[src/rtl/cm0_pmu_pkg.sv]
// Shared definitions for the PMU clock-gate sequencer: FSM encoding and default timing.
package cm0_pmu_pkg;

    typedef enum logic [1:0] {
        ST_RUN    = 2'b00,
        ST_DRAIN  = 2'b01,
        ST_GATED  = 2'b10,
        ST_WAKEUP = 2'b11
    } pmu_state_e;

    localparam int unsigned PMU_DRAIN_CYCLES_DEF = 4;
    localparam int unsigned PMU_WAKE_CYCLES_DEF  = 2;
    localparam int unsigned PMU_CNT_W_DEF        = 4;

    // SLEEP_ACK is high while the clock is gated or still being restored.
    function automatic logic state_is_asleep(input pmu_state_e s);
        return (s == ST_GATED) || (s == ST_WAKEUP);
    endfunction

endpackage

[src/rtl/cm0_pmu_acg.sv]
// Latch-based architectural clock gate; enable (or scan bypass) is captured while the clock is low.
module cm0_pmu_acg (
    input  logic clk_i,
    input  logic en_i,
    input  logic bypass_i,
    output logic gclk_o
);

    logic en_lat_q;

    always_latch begin
        if (!clk_i) begin
            en_lat_q <= en_i | bypass_i;
        end
    end

    assign gclk_o = clk_i & en_lat_q;

endmodule

[src/rtl/cm0_pmu_gate_cnt.sv]
// Loadable down-counter used for the DRAIN and WAKEUP intervals; saturates at zero.
module cm0_pmu_gate_cnt
    import cm0_pmu_pkg::*;
#(
    parameter int unsigned CNT_W = PMU_CNT_W_DEF
) (
    input  logic             clk_i,
    input  logic             rst_i,
    input  logic             load_i,
    input  logic [CNT_W-1:0] load_val_i,
    input  logic             dec_i,
    output logic             zero_o
);

    logic [CNT_W-1:0] cnt_q;
    logic [CNT_W-1:0] cnt_d;

    always_comb begin
        cnt_d = cnt_q;
        if (load_i) begin
            cnt_d = load_val_i;
        end else if (dec_i && (cnt_q != '0)) begin
            cnt_d = cnt_q - CNT_W'(1);
        end
    end

    always_ff @(posedge clk_i) begin
        if (rst_i) begin
            cnt_q <= '0;
        end else begin
            cnt_q <= cnt_d;
        end
    end

    assign zero_o = (cnt_q == '0);

endmodule

[src/rtl/cm0_pmu_gate_ctrl.sv]
// Sleep/wake sequencer driving the core clock gate: drain, gate and acknowledge, then restore and settle.
module cm0_pmu_gate_ctrl
    import cm0_pmu_pkg::*;
#(
    parameter bit          ACG          = 1'b1,
    parameter int unsigned DRAIN_CYCLES = PMU_DRAIN_CYCLES_DEF,
    parameter int unsigned WAKE_CYCLES  = PMU_WAKE_CYCLES_DEF,
    parameter int unsigned CNT_W        = PMU_CNT_W_DEF
) (
    input  logic       FCLK,
    input  logic       RESET,
    input  logic       SLEEP_REQ,
    input  logic       WAKE_REQ,
    input  logic       DBG_ACTIVE,
    input  logic       DFT_BYPASS,
    output logic       SLEEP_ACK,
    output logic       GATE_EN,
    output logic       GCLK,
    output logic [1:0] STATE
);

    localparam logic [CNT_W-1:0] DRAIN_LD = CNT_W'(DRAIN_CYCLES);
    localparam logic [CNT_W-1:0] WAKE_LD  = CNT_W'(WAKE_CYCLES);

    pmu_state_e       state_q, state_d;
    logic             armed_q, armed_d;
    logic             gate_en_q, gate_en_d;
    logic             ack_q, ack_d;
    logic             cnt_load, cnt_dec, cnt_zero;
    logic [CNT_W-1:0] cnt_val;
    logic             abort;

    assign abort = WAKE_REQ | ~SLEEP_REQ | DBG_ACTIVE;

    always_comb begin
        state_d  = state_q;
        armed_d  = armed_q;
        cnt_load = 1'b0;
        cnt_dec  = 1'b0;
        cnt_val  = '0;
        unique case (state_q)
            ST_RUN: begin
                if (!SLEEP_REQ) begin
                    armed_d = 1'b1;
                end else if (armed_q && !WAKE_REQ && !DBG_ACTIVE) begin
                    state_d  = ST_DRAIN;
                    armed_d  = 1'b0;
                    cnt_load = 1'b1;
                    cnt_val  = DRAIN_LD;
                end
            end
            ST_DRAIN: begin
                if (abort) begin
                    state_d = ST_RUN;
                end else if (cnt_zero) begin
                    state_d = ST_GATED;
                end else begin
                    cnt_dec = 1'b1;
                end
            end
            ST_GATED: begin
                if (abort) begin
                    state_d  = ST_WAKEUP;
                    cnt_load = 1'b1;
                    cnt_val  = WAKE_LD;
                end
            end
            ST_WAKEUP: begin
                if (cnt_zero) begin
                    state_d = ST_RUN;
                end else begin
                    cnt_dec = 1'b1;
                end
            end
            default: state_d = ST_RUN;
        endcase
    end

    // Outputs are derived from the next state so they register on the same edge as the transition.
    always_comb begin
        gate_en_d = (state_d == ST_GATED) ? ~ACG : 1'b1;
        ack_d     = state_is_asleep(state_d);
    end

    always_ff @(posedge FCLK) begin
        if (RESET) begin
            state_q   <= ST_RUN;
            armed_q   <= 1'b1;
            gate_en_q <= 1'b1;
            ack_q     <= 1'b0;
        end else begin
            state_q   <= state_d;
            armed_q   <= armed_d;
            gate_en_q <= gate_en_d;
            ack_q     <= ack_d;
        end
    end

    cm0_pmu_gate_cnt #(
        .CNT_W(CNT_W)
    ) u_cnt (
        .clk_i      (FCLK),
        .rst_i      (RESET),
        .load_i     (cnt_load),
        .load_val_i (cnt_val),
        .dec_i      (cnt_dec),
        .zero_o     (cnt_zero)
    );

    cm0_pmu_acg u_acg (
        .clk_i    (FCLK),
        .en_i     (gate_en_q),
        .bypass_i (DFT_BYPASS),
        .gclk_o   (GCLK)
    );

    assign GATE_EN   = gate_en_q;
    assign SLEEP_ACK = ack_q;
    assign STATE     = state_q;

endmodule

[config.mk]
export PLATFORM = sky130hd
export DESIGN_NAME = cm0_pmu_gate_ctrl
export DESIGN_NICKNAME = d
export VERILOG_FILES = /design/src/rtl/cm0_pmu_pkg.sv /design/src/rtl/cm0_pmu_acg.sv /design/src/rtl/cm0_pmu_gate_cnt.sv /design/src/rtl/cm0_pmu_gate_ctrl.sv
export SDC_FILE = /design/constraint.sdc
export NUM_CORES = 1
export LEC_CHECK = 0
export ABC_AREA = 1
export BUFFER_PORTS_ARGS = -buffer_cell sky130_fd_sc_hd__buf_4
export CAP_MARGIN = 0
export CORE_AREA = 2 2 39 41
export DETAILED_ROUTE_END_ITERATION = 8
export DIE_AREA = 0 0 41 43
export HOLD_SLACK_MARGIN = 0.08
export MAX_ROUTING_LAYER = met4
export SLEW_MARGIN = 5
export SYNTH_ARGS = -nofsm -noshare
export SYNTH_HDL_FRONTEND = slang
export SYNTH_HIERARCHICAL = 1
export SYNTH_SLANG_ARGS = --single-unit
[constraint.sdc]
create_clock -name FCLK -period 1.6 [get_ports FCLK]
set_input_delay 0.08 -clock FCLK [delete_from_list [all_inputs] [get_ports FCLK]]
set_output_delay 0.08 -clock FCLK [all_outputs]
set_load 0.01 [all_outputs]
==> impl_metrics.xml <==
<?xml version="1.0" encoding="UTF-8"?>
<metrics>
  <group name="logic_synthesis">
    <metric name="netlist_cell_types" unit="">20</metric>
    <metric name="syn_avg_cell_area" unit="um2">6.60</metric>
    <metric name="ys_top_cells_by_area" unit="">sky130_fd_sc_hd__dfxtp_1 33%, sky130_fd_sc_hd__nand2_1 12%, sky130_fd_sc_hd__inv_1 10%</metric>
    <metric name="share_of_the_synthesized_area_in_the_top_cell_type" unit="%">32.9</metric>
    <metric name="synth.area.mux_share" unit="%">0</metric>
    <metric name="post-synth-top-area-cell" unit="">sky130_fd_sc_hd__dfxtp_1</metric>
    <metric name="syn-cell-area" unit="um2">548</metric>
    <metric name="synth-seq-cells" unit="">10</metric>
    <metric name="yosys.area_share.adder" unit="%">2.28</metric>
    <metric name="synth_top_family_by_area" unit="">simple AND/OR/NAND/NOR gates</metric>
    <metric name="synth_compound_gate_area_share" unit="%">9.82</metric>
    <metric name="post_synth_xor_area_fraction" unit="%">3.20</metric>
    <metric name="synth-simple-area-share" unit="%">35.2</metric>
    <metric name="synthesis.yosys.warnings" unit="">6</metric>
    <metric name="netlist_instances" unit="">83</metric>
  </group>
  <group name="setup_path">
    <metric name="timing.critical_path.slowest_cell_delay" unit="ps">390</metric>
    <metric name="criticalPathCategory" unit="">latch to primary output</metric>
    <metric name="timing.critical_path.from_type" unit="">latch</metric>
    <metric name="critical_path_required" unit="ps">1520</metric>
    <metric name="endpoint_kind" unit="">primary output</metric>
    <metric name="crit_path_cell_trace" unit="">nand2_1 -&gt; inv_1 -&gt; buf_4</metric>
    <metric name="cell_type_of_the_slowest_stage_on_the_worst_timing_path" unit="">sky130_fd_sc_hd__dlxtn_1</metric>
    <metric name="timing.critical_path.fanout_max" unit="">1</metric>
    <metric name="timing.critical_path.arrival" unit="ps">1790</metric>
  </group>
  <group name="pwr">
    <metric name="p_per_area" unit="mW/mm2">910</metric>
    <metric name="power.share.switching" unit="%">29.1</metric>
    <metric name="p_sw" unit="uW">215</metric>
    <metric name="cellInternalPower" unit="uW">524</metric>
    <metric name="vdd.ir_drop.worst" unit="mV">0.862</metric>
    <metric name="pwr-share-comb" unit="%">16.6</metric>
    <metric name="static-leakage-power" unit="uW">0.000439</metric>
    <metric name="p_clk_share" unit="%">48.9</metric>
    <metric name="finalPower" unit="uW">739</metric>
    <metric name="p_seq_share" unit="%">34.6</metric>
  </group>
  <group name="cells_and_area">
    <metric name="layout.cells.most_common" unit="">sky130_fd_sc_hd__nand2_1</metric>
    <metric name="final_cells" unit="">128</metric>
    <metric name="mostFrequentLayoutCells" unit="">18 x sky130_fd_sc_hd__nand2_1, 17 x sky130_fd_sc_hd__buf_4, 12 x sky130_fd_sc_hd__inv_1, 10 x sky130_fd_sc_hd__nor2_1, 7 x sky130_fd_sc_hd__dfxtp_1</metric>
    <metric name="final_cell_area" unit="um2">812</metric>
    <metric name="area.growth.synth_to_final" unit="%">48.2</metric>
    <metric name="finalCoreUtilization" unit="%">58.7</metric>
    <metric name="post_route_cells_drive_above_1_share" unit="%">38.4</metric>
    <metric name="layout.nets" unit="">120</metric>
    <metric name="final_antenna_diode_count" unit="">0</metric>
  </group>
  <group name="global_route">
    <metric name="grt_pass1_vias" unit="">573</metric>
    <metric name="grt_max_degree" unit="">8</metric>
    <metric name="antenna_found_initial" unit="">0</metric>
    <metric name="grt_pass1_wl" unit="mm">2.01</metric>
    <metric name="grt_util_all_layers" unit="%">18.2</metric>
    <metric name="grt-ovfl-total" unit="">0</metric>
  </group>
  <group name="clock_network">
    <metric name="clk_latency" unit="ps">380</metric>
    <metric name="tritoncts" unit="">built</metric>
    <metric name="clock_slew_at_reported_path_ffs" unit="ps">70</metric>
  </group>
  <group name="sta">
    <metric name="timing.final.hold_violations" unit="">0</metric>
    <metric name="finalClockSkew" unit="ps">6.73</metric>
    <metric name="setup_viol" unit="">2</metric>
    <metric name="report.final.slew_viol_count" unit="">0</metric>
    <metric name="grt_setup_unrepaired" unit="">true</metric>
    <metric name="final.setup.worst_slack" unit="ps">-270</metric>
    <metric name="worst_hold_margin" unit="ps">117</metric>
  </group>
  <group name="floorplan">
    <metric name="floorplan.io_pins" unit="">11</metric>
    <metric name="start_util" unit="%">39.6</metric>
    <metric name="design.die.area" unit="mm2">0.00176</metric>
    <metric name="fp-row-count" unit="">14</metric>
    <metric name="core_region_area" unit="mm2">0.00138</metric>
    <metric name="die_x" unit="um">41</metric>
    <metric name="die_height" unit="um">43</metric>
  </group>
  <group name="placed_design">
    <metric name="dp.final_hpwl" unit="um">828</metric>
    <metric name="placement.cell_area" unit="um2">677</metric>
    <metric name="numPortBuffers" unit="">10</metric>
    <metric name="gp_congestion" unit="">0.794</metric>
    <metric name="placed_cells" unit="">114</metric>
  </group>
  <group name="routing">
    <metric name="detail_route.wl_per_cell" unit="um">8.88</metric>
    <metric name="routed-via-count" unit="">548</metric>
    <metric name="drt-pass1-iter-count" unit="">4</metric>
    <metric name="antenna_violating_nets_post_route" unit="">0</metric>
    <metric name="drcViolationCount" unit="">0</metric>
    <metric name="number_of_vias_per_cell_after_detailed_routing" unit="">4.28</metric>
    <metric name="detailedRoute.firstIterationViolations" unit="">10</metric>
    <metric name="wl" unit="mm">1.14</metric>
  </group>
  <group name="status">
    <metric name="status" unit="">finished, violations left</metric>
    <metric name="failed_checks" unit="">negative setup slack</metric>
  </group>
  <group name="job">
    <metric name="max_cap_violations" unit="">0</metric>
  </group>
  <group name="min_path">
    <metric name="tightest_hold_check_type" unit="">input port to flip-flop</metric>
  </group>
</metrics>
## power by group through the flow
stage               combinational, uW  clock [uW]  sequential (uW)
global placement                 89.7        71.7              260
CTS                               106         376              255
finish                            122         361              255
global route                      138         395              256
floorplan                        60.1        35.6              260
detailed placement               92.2        71.7              260
## logic make-up after synthesis
group	count (synthesis)
other	1
adders and majority gates	1
and+or+nand+nor	41
xor gates and xnor gates	2
AOI/OAI and AO/OA	9
buffers and inverters	19
DFF	9
latches	1
## synthesized netlist by cell type (all sizes together)
library cell	instances
nand2	21
inv	18
nor2	13
dfxtp	9
nand3	5
o21ai	5
a21oi	3
or2	2
xor2	2
clkinv	1
conb	1
dlxtn	1
ha	1
o22ai	1
## per-stage QoR
step                setup TNS (ps)  worst slack [ps]
floorplan                        0              9.16
global placement             -22.6             -20.3
detailed placement            -131             -59.6
CTS                           -285              -285
global route                  -322              -322
finish                        -270              -270
## layer usage
metal / GRT usage, % / vias up / wire [um]
li1: - / 300 / -
met2: 25.9 / 13 / 531
met1: 18.1 / 230 / 512
met5: - / - / 0
met4: 12.0 / 0 / 28
met3: 10.5 / 5 / 64
## sequential cells by signal (all words and copies together), names as in the netlist
register and count:
GATE_EN 1, SLEEP_ACK 1, STATE 2, armed_q 1
u_acg/en_lat_q 1, u_cnt/cnt_q 4
## worst paths after layout
kind | start | to | slack [ps] | cells past startpoint
hold reg to reg | GATE_EN$_SDFF_PP1_ | u_acg/en_lat_q$_DLATCH_N_ | 490 | 2
hold / removal | DBG_ACTIVE | armed_q$_SDFFE_PP1P_ | 120 | 7
setup reg to reg | u_cnt/cnt_q[1]$_SDFFE_PP0P_ | u_cnt/cnt_q[1]$_SDFFE_PP0P_ | 90 | 11
setup / recovery | u_acg/en_lat_q$_DLATCH_N_ | GCLK | -270 | 3
## final cells by class
class / instances / area, um2
Fill cell: 137 / 572
Multi-Input combinational cell: 55 / 304
Sequential cell: 10 / 198
Timing Repair Buffer: 20 / 160
Inverter: 18 / 70.1
Clock buffer: 7 / 52.6
Tap cell: 16 / 20.0
Clock inverter: 2 / 7.51
## timing repair
item                       4_1_cts  5_1_grt
setup buffers                    2        1
hold endpoints to repair         9        0
gates resized for setup          4        8
pin swaps                        3        6
setup endpoints to repair        6        6
hold buffers                     4        0
## worst max-delay path, delay by kind of cell, from the launching register on
kind / cells / cell delay, ps
latches: 1 / 390
buf+inv: 2 / 140
simple gates: 1 / 50
(Power assumes the default switching activity.)
